<file path="config.mk">
export PLATFORM = sky130hd
export DESIGN_NAME = fetch_controller
export DESIGN_NICKNAME = d
export VERILOG_FILES = /design/src/rtl/fetch_ctrl_pkg.sv /design/src/rtl/fetch_perf_cnt.sv /design/src/rtl/fetch_controller.sv
export SDC_FILE = /design/constraint.sdc
export NUM_CORES = 1
export LEC_CHECK = 0
export BUFFER_PORTS_ARGS = -buffer_cell sky130_fd_sc_hd__buf_2
export CAP_MARGIN = 20
export CELL_PAD_IN_SITES_DETAIL_PLACEMENT = 1
export CELL_PAD_IN_SITES_GLOBAL_PLACEMENT = 1
export CORE_MARGIN = 4
export CORE_UTILIZATION = 34
export CTS_CLUSTER_DIAMETER = 60
export DETAILED_ROUTE_END_ITERATION = 8
export PLACE_DENSITY = 0.8
export SLEW_MARGIN = 30
export SYNTH_ARGS = -nofsm -noshare
export SYNTH_HDL_FRONTEND = slang
export SYNTH_SLANG_ARGS = --single-unit
</file>
<file path="constraint.sdc">
create_clock -name clk -period 2.5 [get_ports clk]
set_clock_uncertainty 0.15 [all_clocks]
set_input_delay 0.5 -clock clk [delete_from_list [all_inputs] [get_ports clk]]
set_output_delay 0.5 -clock clk [all_outputs]
set_load 0.005 [all_outputs]
</file>
<file path="src/rtl/fetch_ctrl_pkg.sv">
// Shared definitions for the instruction-fetch controller: FSM states and address constants.
package fetch_ctrl_pkg;

  typedef enum logic [1:0] {
    FETCH = 2'd0,
    HOLD  = 2'd1,
    DROP  = 2'd2
  } fetch_state_e;

  localparam logic [31:0] PC_INCR          = 32'd4;
  localparam logic [31:0] DEFAULT_RESET_PC = 32'h0000_0000;

endpackage

</file>
<file path="src/rtl/fetch_perf_cnt.sv">
// Free-running performance counters for the fetch controller (stall cycles, accepted redirects).
module fetch_perf_cnt (
  input  logic        clk,
  input  logic        reset,
  input  logic        i_stall_evt,
  input  logic        i_flush_evt,
  output logic [31:0] o_stall_cycles,
  output logic [31:0] o_flush_count
);

  logic [31:0] r_stall_cycles;
  logic [31:0] r_flush_count;

  always_ff @(posedge clk) begin
    if (reset) begin
      r_stall_cycles <= '0;
      r_flush_count  <= '0;
    end else begin
      if (i_stall_evt) r_stall_cycles <= r_stall_cycles + 32'd1;
      if (i_flush_evt) r_flush_count  <= r_flush_count + 32'd1;
    end
  end

  assign o_stall_cycles = r_stall_cycles;
  assign o_flush_count  = r_flush_count;

endmodule

</file>
<file path="src/rtl/fetch_controller.sv">
// Fetch stage sequencer over a req/ack instruction memory, with redirect flush and stall hold.
// Optional perf counters are built when FETCH_PERF_CNT_EN is defined.
module fetch_controller
  import fetch_ctrl_pkg::*;
#(
  parameter logic [31:0] RESET_PC = DEFAULT_RESET_PC
) (
  input  logic        clk,
  input  logic        reset,
  input  logic        stall,
  input  logic        redirect,
  input  logic [31:0] redirect_addr,
  output logic        mem_req,
  output logic [31:0] mem_addr,
  input  logic        mem_ack,
  input  logic [31:0] mem_rdata,
  output logic [31:0] instr,
  output logic        instr_valid,
  output logic [31:0] instr_pc,
  output logic [31:0] pc_plus_4,
  output logic [31:0] stall_cycles,
  output logic [31:0] flush_count
);

  fetch_state_e r_state, w_state_nxt;
  logic [31:0]  r_fetch_pc;
  logic [31:0]  r_drop_addr;
  logic [31:0]  r_instr;
  logic [31:0]  r_instr_pc;
  logic         r_instr_valid;
  logic         w_load;
  logic         w_abandon;

  always_ff @(posedge clk) begin
    if (reset) r_state <= FETCH;
    else       r_state <= w_state_nxt;
  end

  always_comb begin
    w_state_nxt = r_state;
    mem_req     = 1'b0;
    w_load      = 1'b0;
    w_abandon   = 1'b0;
    case (r_state)
      FETCH: begin
        mem_req = 1'b1;
        if (redirect) begin
          w_state_nxt = mem_ack ? FETCH : DROP;
          w_abandon   = ~mem_ack;
        end else if (mem_ack) begin
          w_load      = 1'b1;
          w_state_nxt = HOLD;
        end
      end
      HOLD: begin
        if (redirect || !stall) w_state_nxt = FETCH;
      end
      DROP: begin
        mem_req = 1'b1;
        if (!redirect && mem_ack) w_state_nxt = FETCH;
      end
      default: w_state_nxt = FETCH;
    endcase
  end

  // While draining an abandoned request the memory still sees the old address,
  // even though fetch_pc already holds the redirect target.
  assign mem_addr = (r_state == DROP) ? r_drop_addr : r_fetch_pc;

  always_ff @(posedge clk) begin
    if (reset) begin
      r_fetch_pc    <= RESET_PC;
      r_drop_addr   <= '0;
      r_instr       <= '0;
      r_instr_pc    <= '0;
      r_instr_valid <= 1'b0;
    end else begin
      if (w_abandon) r_drop_addr <= r_fetch_pc;
      if (redirect) begin
        r_fetch_pc    <= redirect_addr;
        r_instr_valid <= 1'b0;
      end else if (w_load) begin
        r_instr       <= mem_rdata;
        r_instr_pc    <= r_fetch_pc;
        r_instr_valid <= 1'b1;
        r_fetch_pc    <= r_fetch_pc + PC_INCR;
      end else if (r_state == HOLD && !stall) begin
        r_instr_valid <= 1'b0;
      end
    end
  end

  assign instr       = r_instr;
  assign instr_pc    = r_instr_pc;
  assign instr_valid = r_instr_valid;
  assign pc_plus_4   = r_instr_pc + PC_INCR;

`ifdef FETCH_PERF_CNT_EN
  logic w_stall_evt;
  assign w_stall_evt = (r_state == HOLD) && stall;

  fetch_perf_cnt u_perf (
    .clk            (clk),
    .reset          (reset),
    .i_stall_evt    (w_stall_evt),
    .i_flush_evt    (redirect),
    .o_stall_cycles (stall_cycles),
    .o_flush_count  (flush_count)
  );
`else
  assign stall_cycles = '0;
  assign flush_count  = '0;
`endif

endmodule

</file>
==> out/summary.txt <==
Avg Cell Area, Syn: 7.755 um2
status: finished with violations
Fin. Hold Viols: 0
worst skew pair latency: 0.41 ns
#FFs+latches synth: 131
count leader, synth: nand2_1
Overflow after GRT: 0
Hold EP: instr[11]
CP Launch Type: flop
EDFF count, synth: 0
io pins: 263
Die ar.: 0.02180 mm2
Leak: 3.855 nW
GPL Wtd Cong: 0.7879
largest cells by area after synthesis: dfxtp_1, nand2_1, a21oi_1, buf_4, mux2_2
maxcap violations: 0
Hold Path Depth: 3
Hold Crit Start: mem_rdata[11]
dpl cells: 1297
CTS clock-pin slew for the worst setup and hold paths: 0.06 ns
HPWL Detailed: 15.98 mm
Routed WL per cell: 16.90 um
Net count, final: 1145
total CTS buffers: 17
Total Routing Usage GR: 20.02%
fin cells: 1346
Synth area leader: dfxtp_1
fin worst setup slack: -0.09911 ns
Util after Layout: 46.22%
register area share after synthesis: 39.55%
setup slack, reg-to-reg: 0.34 ns
hold slack: 0.1663 ns
vias in the first global route: 6754
area of the multi-input gates: 0.003607 mm2
initial drt markers: 288
clock root buffer: clkbuf_16
GR Util met2: 35.01%
placed inst area: 0.007851 mm2
gate count of the mapped netlist: 855
fin. max-slew vios: 0
setup TNS: -0.4419 ns
Slew Limit Headroom: 63.72%
number of fill cells: 2374
Initial Util: 34.98%
share of cells above drive strength 1: 34.90%
Rows: 50
final WL: 22.75 mm
failing checks: negative setup slack
CTS max path bufs: 2
Power Total: 5.268 mW
VDD IR-drop max: 0.5035 mV
post-route ant nets: 0
storage element area: 0.002653 mm2
GR Layer Usage met1: 24.04%
H-tree depth: 4
drt first pass iters: 4
busiest grt layer: met2
Setup Viol. Count Final: 8
WP data required: 1.85 ns
Ant. Diodes: 0
Post-CTS Hold Fix Bufs: 0
initial antenna violation count: 4
vias post-DR: 6616
Reg-to-Reg End: r_fetch_pc[26]
Main synth FF type: dfxtp_1
Die Span Y: 147.6 um
yosys warns: 0
Final Cycle Share: 104.0%
hold crit path type: input port to flop
post-route cell area: 0.008761 mm2
global routing met3 resource utilization: 4.782%
Tmin final: 2.599 ns
Max Fclk: 0.3847 GHz
top cells by count, synth: nand2_1, dfxtp_1, a21oi_1
first-pass GRT wire length: 35.40 mm
largest net degree at the start of global routing: 70
CP endpoint kind: output pin
pre-CTS setup slack: 0.1287 ns
CTS tree: done
DR DRC count: 0
CP max FO: 4
unique cell type count in the Yosys netlist: 53
r2r worst-path depth: 7
Vias per Instance: 4.915
Clock Sinks: 131
top-area cell type share of the netlist area: 39.55%
reg2reg start: r_fetch_pc[9]
Synth async-reset ratio: 0%
kind of critical path: flop to output pin
I/O Buffers: 198
unrepaired setup endpoints after global routing: yes
PD cells: 601.3 mW/mm2
Worst Tran Pin Value: 0.5442 ns
area grow syn2layout: 32.14%
WP data arrival: 1.95 ns
core area: 0.01896 mm2
die width: 147.6 um
Cell Area, Synth: 0.006630 mm2
-- metal layers --
layer  share of wire (%)  vias to the layer above
met5                0.21                        -
li1                    -                     3186
met1                  42                     3194
met2                  50                      193
met4                 1.7                        8
met3                 5.6                       35
-- power by group --
group	leakage [nW]	internal [mW]	switching (mW)	total [mW]
clock	0.270	1.45	0.943	2.40
combinational	2.51	0.262	0.361	0.623
sequential	1.08	2.17	0.0793	2.25
-- how the worst max path moves through the flow --
stage	to	start	slack [ns]	cells after the start
3_3_place_gp	r_fetch_pc[15]	redirect	0.19	6
6_report	pc_plus_4[31]	instr_pc[17]	-0.1	6
4_1_cts	pc_plus_4[18]	instr_pc[3]	-0.08	8
5_1_grt	pc_plus_4[14]	instr_pc[3]	-0.20	8
3_5_place_dp	pc_plus_4[18]	instr_pc[2]	0.13	8
2_1_floorplan	r_fetch_pc[15]	redirect	0.11	7
-- cell usage in the layout (no fill, tap or decap), drive strengths merged, types with 5 or more instances in the layout --
cell type / n
a31oi: 6
clkbuf: 17
xnor2: 22
nor4: 9
nand4: 18
inv: 11
xor2: 15
and3: 5
a21oi: 117
and4: 6
o211ai: 5
buf: 267
a211oi: 6
conb: 64
dfxtp: 131
clkinv: 8
mux2: 33
nand2: 224
nand3: 33
nor2: 38
nor3: 7
-- state kept, by name, summed over array words and instances (netlist names) --
name and count:
instr 32, instr_pc 32, instr_valid 1, r_drop_addr 32, r_fetch_pc 32, r_state 2
-- cell type report --
type | instances | share of cell area (%)
inverter | 11 | 0.4713
tap | 260 | 3.713
clock buffer | 17 | 4.856
timing repair buffer | 267 | 17.89
sequential | 131 | 30.28
multi-input combinational | 646 | 41.17
clock inverter | 14 | 1.614
-- worst max-delay path, cell delays in order, from the launching register on --
cell,delay [ns]
dfxtp_4,0.36
and4_4,0.25
and4_4,0.25
and4_4,0.26
nand4_1,0.12
xnor2_1,0.16
buf_2,0.13
-- kinds of logic (layout without fill, tap and decap cells) --
kind of cell / count (synthesis) / in the layout / synth area share [%]
buf+inv: 141 / 309 / 12.04
xor+xnor: 37 / 37 / 4.888
mux: 37 / 37 / 6.209
other cells: 1 / 64 / 0.05656
compound gates: 151 / 151 / 12.68
simple gates: 354 / 354 / 24.04
fa+ha+maj: 3 / 3 / 0.5283
flops: 131 / 131 / 39.55
-- what timing repair did --
item                       CTS  global route
setup endpoints to repair   38            50
hold endpoints to repair     0             0
resized for setup           32            29
setup buffers                8            10
pin swaps                   13            16
(Power assumes the default switching activity.)
